===== src/rtl/gpr_wb_arbiter.sv =====
// rtl/gpr_wb_arbiter.sv - GPR write-port arbiter: ALU priority, long-path FIFO, pending scoreboard
module gpr_wb_arbiter #(
  parameter int DEPTH      = 2,
  parameter int STARVE_MAX = 4
) (
  input  logic        clk,
  input  logic        rst_n,
  input  logic        alu_we,
  input  logic [4:0]  alu_addr,
  input  logic [31:0] alu_data,
  output logic        alu_stall,
  input  logic        lu_valid,
  output logic        lu_ready,
  input  logic [4:0]  lu_addr,
  input  logic [31:0] lu_data,
  input  logic        iss_valid,
  input  logic [4:0]  iss_addr,
  output logic [31:0] sb_busy,
  output logic [4:0]  wr_addr,
  output logic        we,
  output logic [31:0] wr_data
);

  localparam int AW = (DEPTH > 1) ? $clog2(DEPTH) : 1;
  localparam int CW = $clog2(DEPTH + 1);
  localparam int SW = $clog2(STARVE_MAX + 1);
  localparam logic [CW-1:0] DEPTH_C = CW'(DEPTH);
  localparam logic [SW-1:0] SMAX_C  = SW'(STARVE_MAX);

  logic [4:0]    addr_mem_q [DEPTH];
  logic [31:0]   data_mem_q [DEPTH];
  logic [AW-1:0] head_q, head_d, tail_q, tail_d;
  logic [CW-1:0] count_q, count_d;
  logic [31:0]   sb_q, sb_d;
  logic [SW-1:0] starve_q, starve_d;
  logic          stall_q, stall_d;
  logic          alu_sel, pop, push;

  // Gating with rst_n drops the write port the instant reset asserts.
  assign alu_sel  = rst_n && alu_we && (alu_addr != 5'd0);
  assign pop      = !alu_sel && (count_q != '0);
  assign lu_ready = (count_q < DEPTH_C);
  assign push     = lu_valid && lu_ready && (lu_addr != 5'd0);

  always_comb begin
    we      = 1'b0;
    wr_addr = 5'd0;
    wr_data = 32'd0;
    if (alu_sel) begin
      we      = 1'b1;
      wr_addr = alu_addr;
      wr_data = alu_data;
    end else if (pop) begin
      we      = 1'b1;
      wr_addr = addr_mem_q[head_q];
      wr_data = data_mem_q[head_q];
    end
  end

  always_comb begin
    head_d  = head_q;
    tail_d  = tail_q;
    count_d = count_q;
    if (pop) head_d = head_q + AW'(1);
    if (push) tail_d = tail_q + AW'(1);
    if (push && !pop) count_d = count_q + CW'(1);
    else if (pop && !push) count_d = count_q - CW'(1);
  end

  // Set after clear so a same-cycle issue wins over the drain.
  always_comb begin
    sb_d = sb_q;
    if (pop) sb_d[addr_mem_q[head_q]] = 1'b0;
    if (iss_valid && (iss_addr != 5'd0)) sb_d[iss_addr] = 1'b1;
    sb_d[0] = 1'b0;
  end

  always_comb begin
    starve_d = starve_q;
    stall_d  = stall_q;
    if (pop || (count_q == '0)) begin
      starve_d = '0;
    end else if (alu_sel && (starve_q < SMAX_C)) begin
      starve_d = starve_q + SW'(1);
    end
    if (pop) stall_d = 1'b0;
    else if (starve_d == SMAX_C) stall_d = 1'b1;
  end

  always_ff @(posedge clk or negedge rst_n) begin
    if (!rst_n) begin
      head_q   <= '0;
      tail_q   <= '0;
      count_q  <= '0;
      sb_q     <= '0;
      starve_q <= '0;
      stall_q  <= 1'b0;
    end else begin
      head_q   <= head_d;
      tail_q   <= tail_d;
      count_q  <= count_d;
      sb_q     <= sb_d;
      starve_q <= starve_d;
      stall_q  <= stall_d;
    end
  end

  always_ff @(posedge clk) begin
    if (push) begin
      addr_mem_q[tail_q] <= lu_addr;
      data_mem_q[tail_q] <= lu_data;
    end
  end

  assign sb_busy   = sb_q;
  assign alu_stall = stall_q;

endmodule


===== config.mk =====
export PLATFORM = sky130hd
export DESIGN_NAME = gpr_wb_arbiter
export DESIGN_NICKNAME = d
export VERILOG_FILES = /design/src/rtl/gpr_wb_arbiter.sv
export SDC_FILE = /design/constraint.sdc
export NUM_CORES = 1
export LEC_CHECK = 0
export BUFFER_PORTS_ARGS = -buffer_cell sky130_fd_sc_hd__buf_2
export CAP_MARGIN = 10
export CORE_MARGIN = 1
export CORE_UTILIZATION = 51
export CTS_CLUSTER_DIAMETER = 200
export DETAILED_ROUTE_END_ITERATION = 16
export GPL_ROUTABILITY_DRIVEN = 0
export PLACE_DENSITY_LB_ADDON = 0.3
export REMOVE_ABC_BUFFERS = 1
export SLEW_MARGIN = 40
export SYNTH_ARGS = -nofsm -noshare
export SYNTH_HDL_FRONTEND = slang
export SYNTH_SLANG_ARGS = --single-unit

===== constraint.sdc =====
create_clock -name clk -period 3.9 [get_ports clk]
set_input_delay 0.585 -clock clk [delete_from_list [all_inputs] [get_ports clk]]
set_output_delay 0.585 -clock clk [all_outputs]
set_load 0.02 [all_outputs]

After elaboration in Yosys (flattened, before gate mapping)
Memories as Yosys holds them, arrays and structs flattened.
Index checks and enable logic that the tools add are counted.
{"block": "word_totals", "memories": 2, "rom_bits": 0, "ramBits": 74, "regBits": 39, "wordCells": 65, "output_inout_bits": 72, "inputBits": 84, "latch_bits": 0}
{"name": "data_mem_q", "depth": 2, "width": 32, "rd": 1, "rd_clocked_by_memory_dff": 0, "write_ports": 1, "line": "31", "source": "logic [31:0] data_mem_q [DEPTH];"}
{"name": "addr_mem_q", "depth": 2, "width": 5, "rd": 1, "rd_clocked_by_memory_dff": 0, "write_ports": 1, "line": "30", "source": "logic [4:0] addr_mem_q [DEPTH];"}
{"block": "classes", "magnitude_cmp": 6, "eq_ne": 1, "n_reduce_logical": 22, "mul": 0, "shift": 0, "muxes": 20, "div_mod_pow": 0, "n_addsub": 5, "bitwise": 3}
{"cell": "$mux W32", "n": 4}
{"cell": "$and A32 B32 Y32", "n": 1}
{"cell": "$not A32 Y32", "n": 1}
{"cell": "$or A32 B32 Y32", "n": 1}
{"cell": "$reduce_bool A5 Y1", "n": 3}
{"cell": "$lt A5 B6 Y1 const B", "n": 2}
{"cell": "$logic_and A1 B1 Y1", "n": 11}
{"cell": "$demux W1 S5", "n": 2}
{"cell": "$ge A5 B1 Y1 const B", "n": 2}
{"cell": "$mux W5", "n": 2}
{"cell": "$mux W1", "n": 8}
{"cell": "$mux W3", "n": 2}
{"cell": "$reduce_bool A2 Y1", "n": 3}
{"cell": "$mux W2", "n": 2}
{"cell": "$add A3 B1 Y3 const B", "n": 1}
{"cell": "$eq A3 B3 Y1 const B", "n": 1}
{"cell": "$logic_not A1 Y1", "n": 3}
{"cell": "$lt A3 B3 Y1 const B", "n": 1}
{"cell": "$add A1 B1 Y1 const B", "n": 2}
{"cell": "$add A2 B1 Y2 const B", "n": 1}
{"cell": "$logic_not A2 Y1", "n": 1}
{"cell": "$lt A2 B2 Y1 const B", "n": 1}
{"cell": "$sub A2 B1 Y2 const B", "n": 1}
{"cell": "$logic_or A1 B1 Y1", "n": 1}

Logic depth before layout (Yosys ltp)
An unclocked memory read counts as a cell.
{"block": "depth", "depth_word": 10, "mapped_depth": 8, "depth_no_buf": 6}

Least setup slack after synthesis
No wires, ideal clock.
{"block": "synth_path", "kind": "input -> register", "from": "input lu_addr[1]", "to": "memory addr_mem_q[0][0] (enable)", "t_required_ns": 3.464, "path_buffers": 0, "t_arrival_ns": 2.563, "path_slack_ns": 0.902, "setup_ns": 0.436, "stages": 3, "path_cell_list": "or3_1 > o311a_1 > nor2b_1"}
{"block": "synth_between", "elab_chain_len": 4}
{"element": "start: declaration", "line": "14", "source": "input logic [4:0] lu_addr,"}
{"element": "$reduce_bool A5 Y1", "line": "43", "source": "assign push = lu_valid && lu_ready && (lu_addr != 5'd0);"}
{"element": "$logic_and A1 B1 Y1", "line": "43"}
{"element": "via push", "line": "37", "source": "logic alu_sel, pop, push;"}
{"element": "$mux W1", "line": "109", "source": "if (push) begin"}
{"element": "$mux W1 (implied by the code)", "line": "110", "source": "addr_mem_q[tail_q] <= lu_addr;"}
{"element": "end: declaration", "line": "30"}
The timed path passes the listed nets, and every way through them passes these cells.

Worst setup path after layout
{"block": "layout_path", "from": "register head_q", "to": "output wr_data[9]"}
{"block": "layout_between", "elab_chain_len": 3}
{"element": "start: declaration", "line": "32", "source": "logic [AW-1:0] head_q, head_d, tail_q, tail_d;"}
{"element": "start signal: assignment", "line": "92", "source": "head_q <= '0;"}
{"element": "start signal: assignment", "line": "99", "source": "head_q <= head_d;"}
{"element": "$mem_v2 Z2 W32"}
{"element": "$mux W32", "line": "53", "source": "end else if (pop) begin"}
{"element": "$mux W32", "line": "49", "source": "if (alu_sel) begin"}
{"element": "end: declaration", "line": "21", "source": "output logic [31:0] wr_data"}
Every way passes these cells.

==> results.txt <==
* Clock tree from TritonCTS: done
- Total global routing overflow: 0
- The number of global-route vias before repair was 3640.
* Met1 demand-to-capacity share in global routing: 28.9%
- Io pins: 156
- The analysis attributes to cell leakage a power of 0.00273 uW.
- The worst path needs 2.95 ns of the cycle, external delays included.
* Actual transition at the worst max-transition pin: 0.856 ns
- The hold violation count in the final report came to 0.
- The H-tree was split into 4 levels.
- Counting every sink on the clock net gives 113.
- Counting the fill cells in the layout gives 693.
* Final HPWL DP: 7.87 mm
- Area Growth Syn to Fin: 30.7%
- Total via count in the routed design: 3780
* Nets@finish: 634
- The worst-case IR drop observed on VDD is 0.525 mV.
- The die is 100 um wide.
- The die covers 10100 um^2.
- Final Worst Setup Slack: 0.947 ns
* Smallest hold slack: 0.177 ns
- Max Fclk: 0.339 GHz
- Number of antenna violations at the first check in global routing: 0
- Most used flip-flop cell after synthesis: edfxtp_1
- Number of hold buffers added after CTS: 0
* Area leader, netlist: edfxtp_1
- Length of the first detailed-routing pass in iterations: 4
- Pre-CTS WS: 1.36 ns
- After global routing, the most crowded layer is met2.
* Total Negative Setup Slacks: 0 ns
* First-pass GRT wire length: 17.7 mm
- Entering global routing, the biggest net connects 40 pins.
- The tree is rooted in a clkbuf_8.
* Met3 track demand over resource: 6.27%
- Share of synthesized flip-flops with an asynchronous set or reset: 34.5%
- Type of the worst min-delay path: input pin to asynchronous set/reset pin
* Leading cell type by number of instances after synthesis: edfxtp_1
- For met2 alone, demand over resource in global routing was 39.0%.
- The die is 100 um tall.
* Number of I/O port buffers: 154
- Maximum clock insertion buffer count: 2
- In this run the tightest slew margin relative to its limit is 43.0%.
- In the final layout, the multi-input gates occupy 1610 um^2.
- DRC violation total after the first TritonRoute iteration: 164
- Across the whole layout, storage elements account for 3200 um^2.
- DRC Markers: 0
- The commonest cells after synthesis are 74 x edfxtp_1, 72 x o21ai_0, 46 x nand2_1.
- In this run the mean area of a mapped cell was 12.8 um^2.
* Max-cap check violation count: 0
- The share of synthesized area in the top cell type comes to 45.0%.
- For the worst setup path, the data arrival time is 2.37 ns.
- Number of standard-cell rows in the floorplan: 35
- The critical path starts at head_q$_DFFE_PN0P_.
- Power spread over the standard cell area amounts to 781 nW/um^2.
* Clock buffers created by TritonCTS: 17
- Run status: complete, no violations
- Category of the critical setup timing path: flip-flop to output pin
* Main area contributors after synthesis: edfxtp_1 45%, dfrtp_1 20%, mux2i_1 7.5%
- Summed over all layers, the routed wires come to 11.3 mm.
* Crit path required time: 3.31 ns
- Across every metal layer, demand over resource in global routing totals 23.4%.
- Worst Skew: 0.00645 ns
- Post-synthesis instance total: 385
- Post-CTS clock slew at the launch and capture registers of the worst setup and hold paths: 0.06 ns
- Unique cell type count in the Yosys netlist: 42
- The worst register-to-register path begins at head_q$_DFFE_PN0P_.
- Final worst-path cycle share: 75.7%
- Number of enable-type register cells in the synthesized netlist: 74
* Crit path launch type: flip-flop
- Of all nets on the critical path, the largest fanout is 30.
- Number of warnings printed during yosys synthesis: 0
- Later-pin clock latency in the skew report: 0.49 ns
- Number of nets with antenna violations after routing: 0
- After synthesis the netlist holds a flip-flop and latch count of 113.
- The number of antenna diodes in the final layout is 0.
- After synthesis the cells add up to 4940 um^2.
- Share of final-layout standard cells stronger than drive strength 1: 36.9%
- Detailed-route wire length per cell: 16.4 um
- The worst setup path is captured at an output pin.
- The share of the Yosys chip area taken by registers is 64.8%.
- Initial core utilization: 52.9%
- Unrepaired setup endpoints after global routing: false
* Number of max-slew violations in the final report: 0
- Via-to-Cell Ratio: 5.48
- Number of endpoints failing setup at the final stage: 0
- Overall Power: 5040 uW
- Floorplan Core Area: 9330 um^2
* CTS-repair resized insts: 0
- Once the clock tree was built, the setup fixing pass inserted 0 buffers.
-- worst max-delay path, stage by stage, from the launching register on --
cell and delay, ns:
dfrtp_2 0.78, buf_4 0.49, mux2i_1 0.33, o21ai_0 0.11, buf_2 0.16
-- state kept, by name, indices dropped and copies added (netlist names) --
| name | flops |
|---|---|
| alu_stall | 1 |
| data_mem_q | 64 |
| tail_q | 1 |
| addr_mem_q | 10 |
| head_q | 1 |
| sb_busy | 31 |
| count_q | 2 |
| starve_q | 3 |
-- final cells by class --
class	instances	area share, %
Inverter	7	0.407
Timing Repair Buffer	162	13.6
Tap cell	129	2.50
Clock buffer	17	6.42
Multi-Input combinational cell	247	25.0
Sequential cell	113	49.6
Clock inverter	15	2.50
-- kinds of logic after synthesis --
logic type,Yosys count,share of synthesized area [%]
AOI/OAI and AO/OA,114,14.3
other,1,0.0760
DFF,113,64.8
and+or+nand+nor,86,8.57
buffers and inverters,25,2.99
adders and majority gates,2,0.507
xor gates and xnor gates,6,1.06
muxes,38,7.73
-- placed cells by master (no fill, tap or decap), types with 7 or more instances in the layout --
master | Yosys | final
o21ai_0 | 72 | 72
edfxtp_1 | 74 | 74
inv_1 | 7 | 7
mux2i_1 | 37 | 37
nor2_1 | 10 | 10
nand2_1 | 46 | 46
dfrtp_1 | 39 | 38
clkbuf_16 | 0 | 16
buf_2 | 4 | 154
o31ai_1 | 27 | 27
-- per-stage QoR --
| step | util (%) | instance area, um^2 | cells |
|---|---|---|---|
| final | 69.2 | 6450 | 690 |
| after global routing | 69.2 | 6450 | 690 |
| after CTS | 69.2 | 6450 | 690 |
| after detailed placement | 63.0 | 5880 | 658 |
| after global placement | 62.1 | 5790 | 654 |
| after floorplan | - | 4810 | 367 |
-- path summary, 6_finish.rpt --
| check | to | slack (ns) | depth (start not counted) |
|---|---|---|---|
| hold / removal | alu_stall$_DFFE_PN0P_ | 0.18 | 2 |
| setup / recovery | wr_data[9] | 0.95 | 4 |
| setup reg to reg | sb_busy[24]$_DFF_PN0_ | 1.76 | 4 |
| max in group asynchronous | head_q$_DFFE_PN0P_ | 3.34 | 2 |
| min in group clk | data_mem_q[1][18]$_DFFE_PP_ | 0.27 | 1 |
| hold reg to reg | sb_busy[20]$_DFF_PN0_ | 0.50 | 2 |
-- power breakdown --
part           switching, uW  internal, uW
Combinational           1120           639
Clock                    552           914
Sequential               205          1610
-- per-layer routing --
layer / vias to the layer above / part of all wire, %
met2: 163 / 50
met4: 0 / 1.2
li1: 1793 / -
met5: - / 0
met3: 12 / 7.1
met1: 1812 / 42
Note: power is estimated with default switching activity, not from simulation.
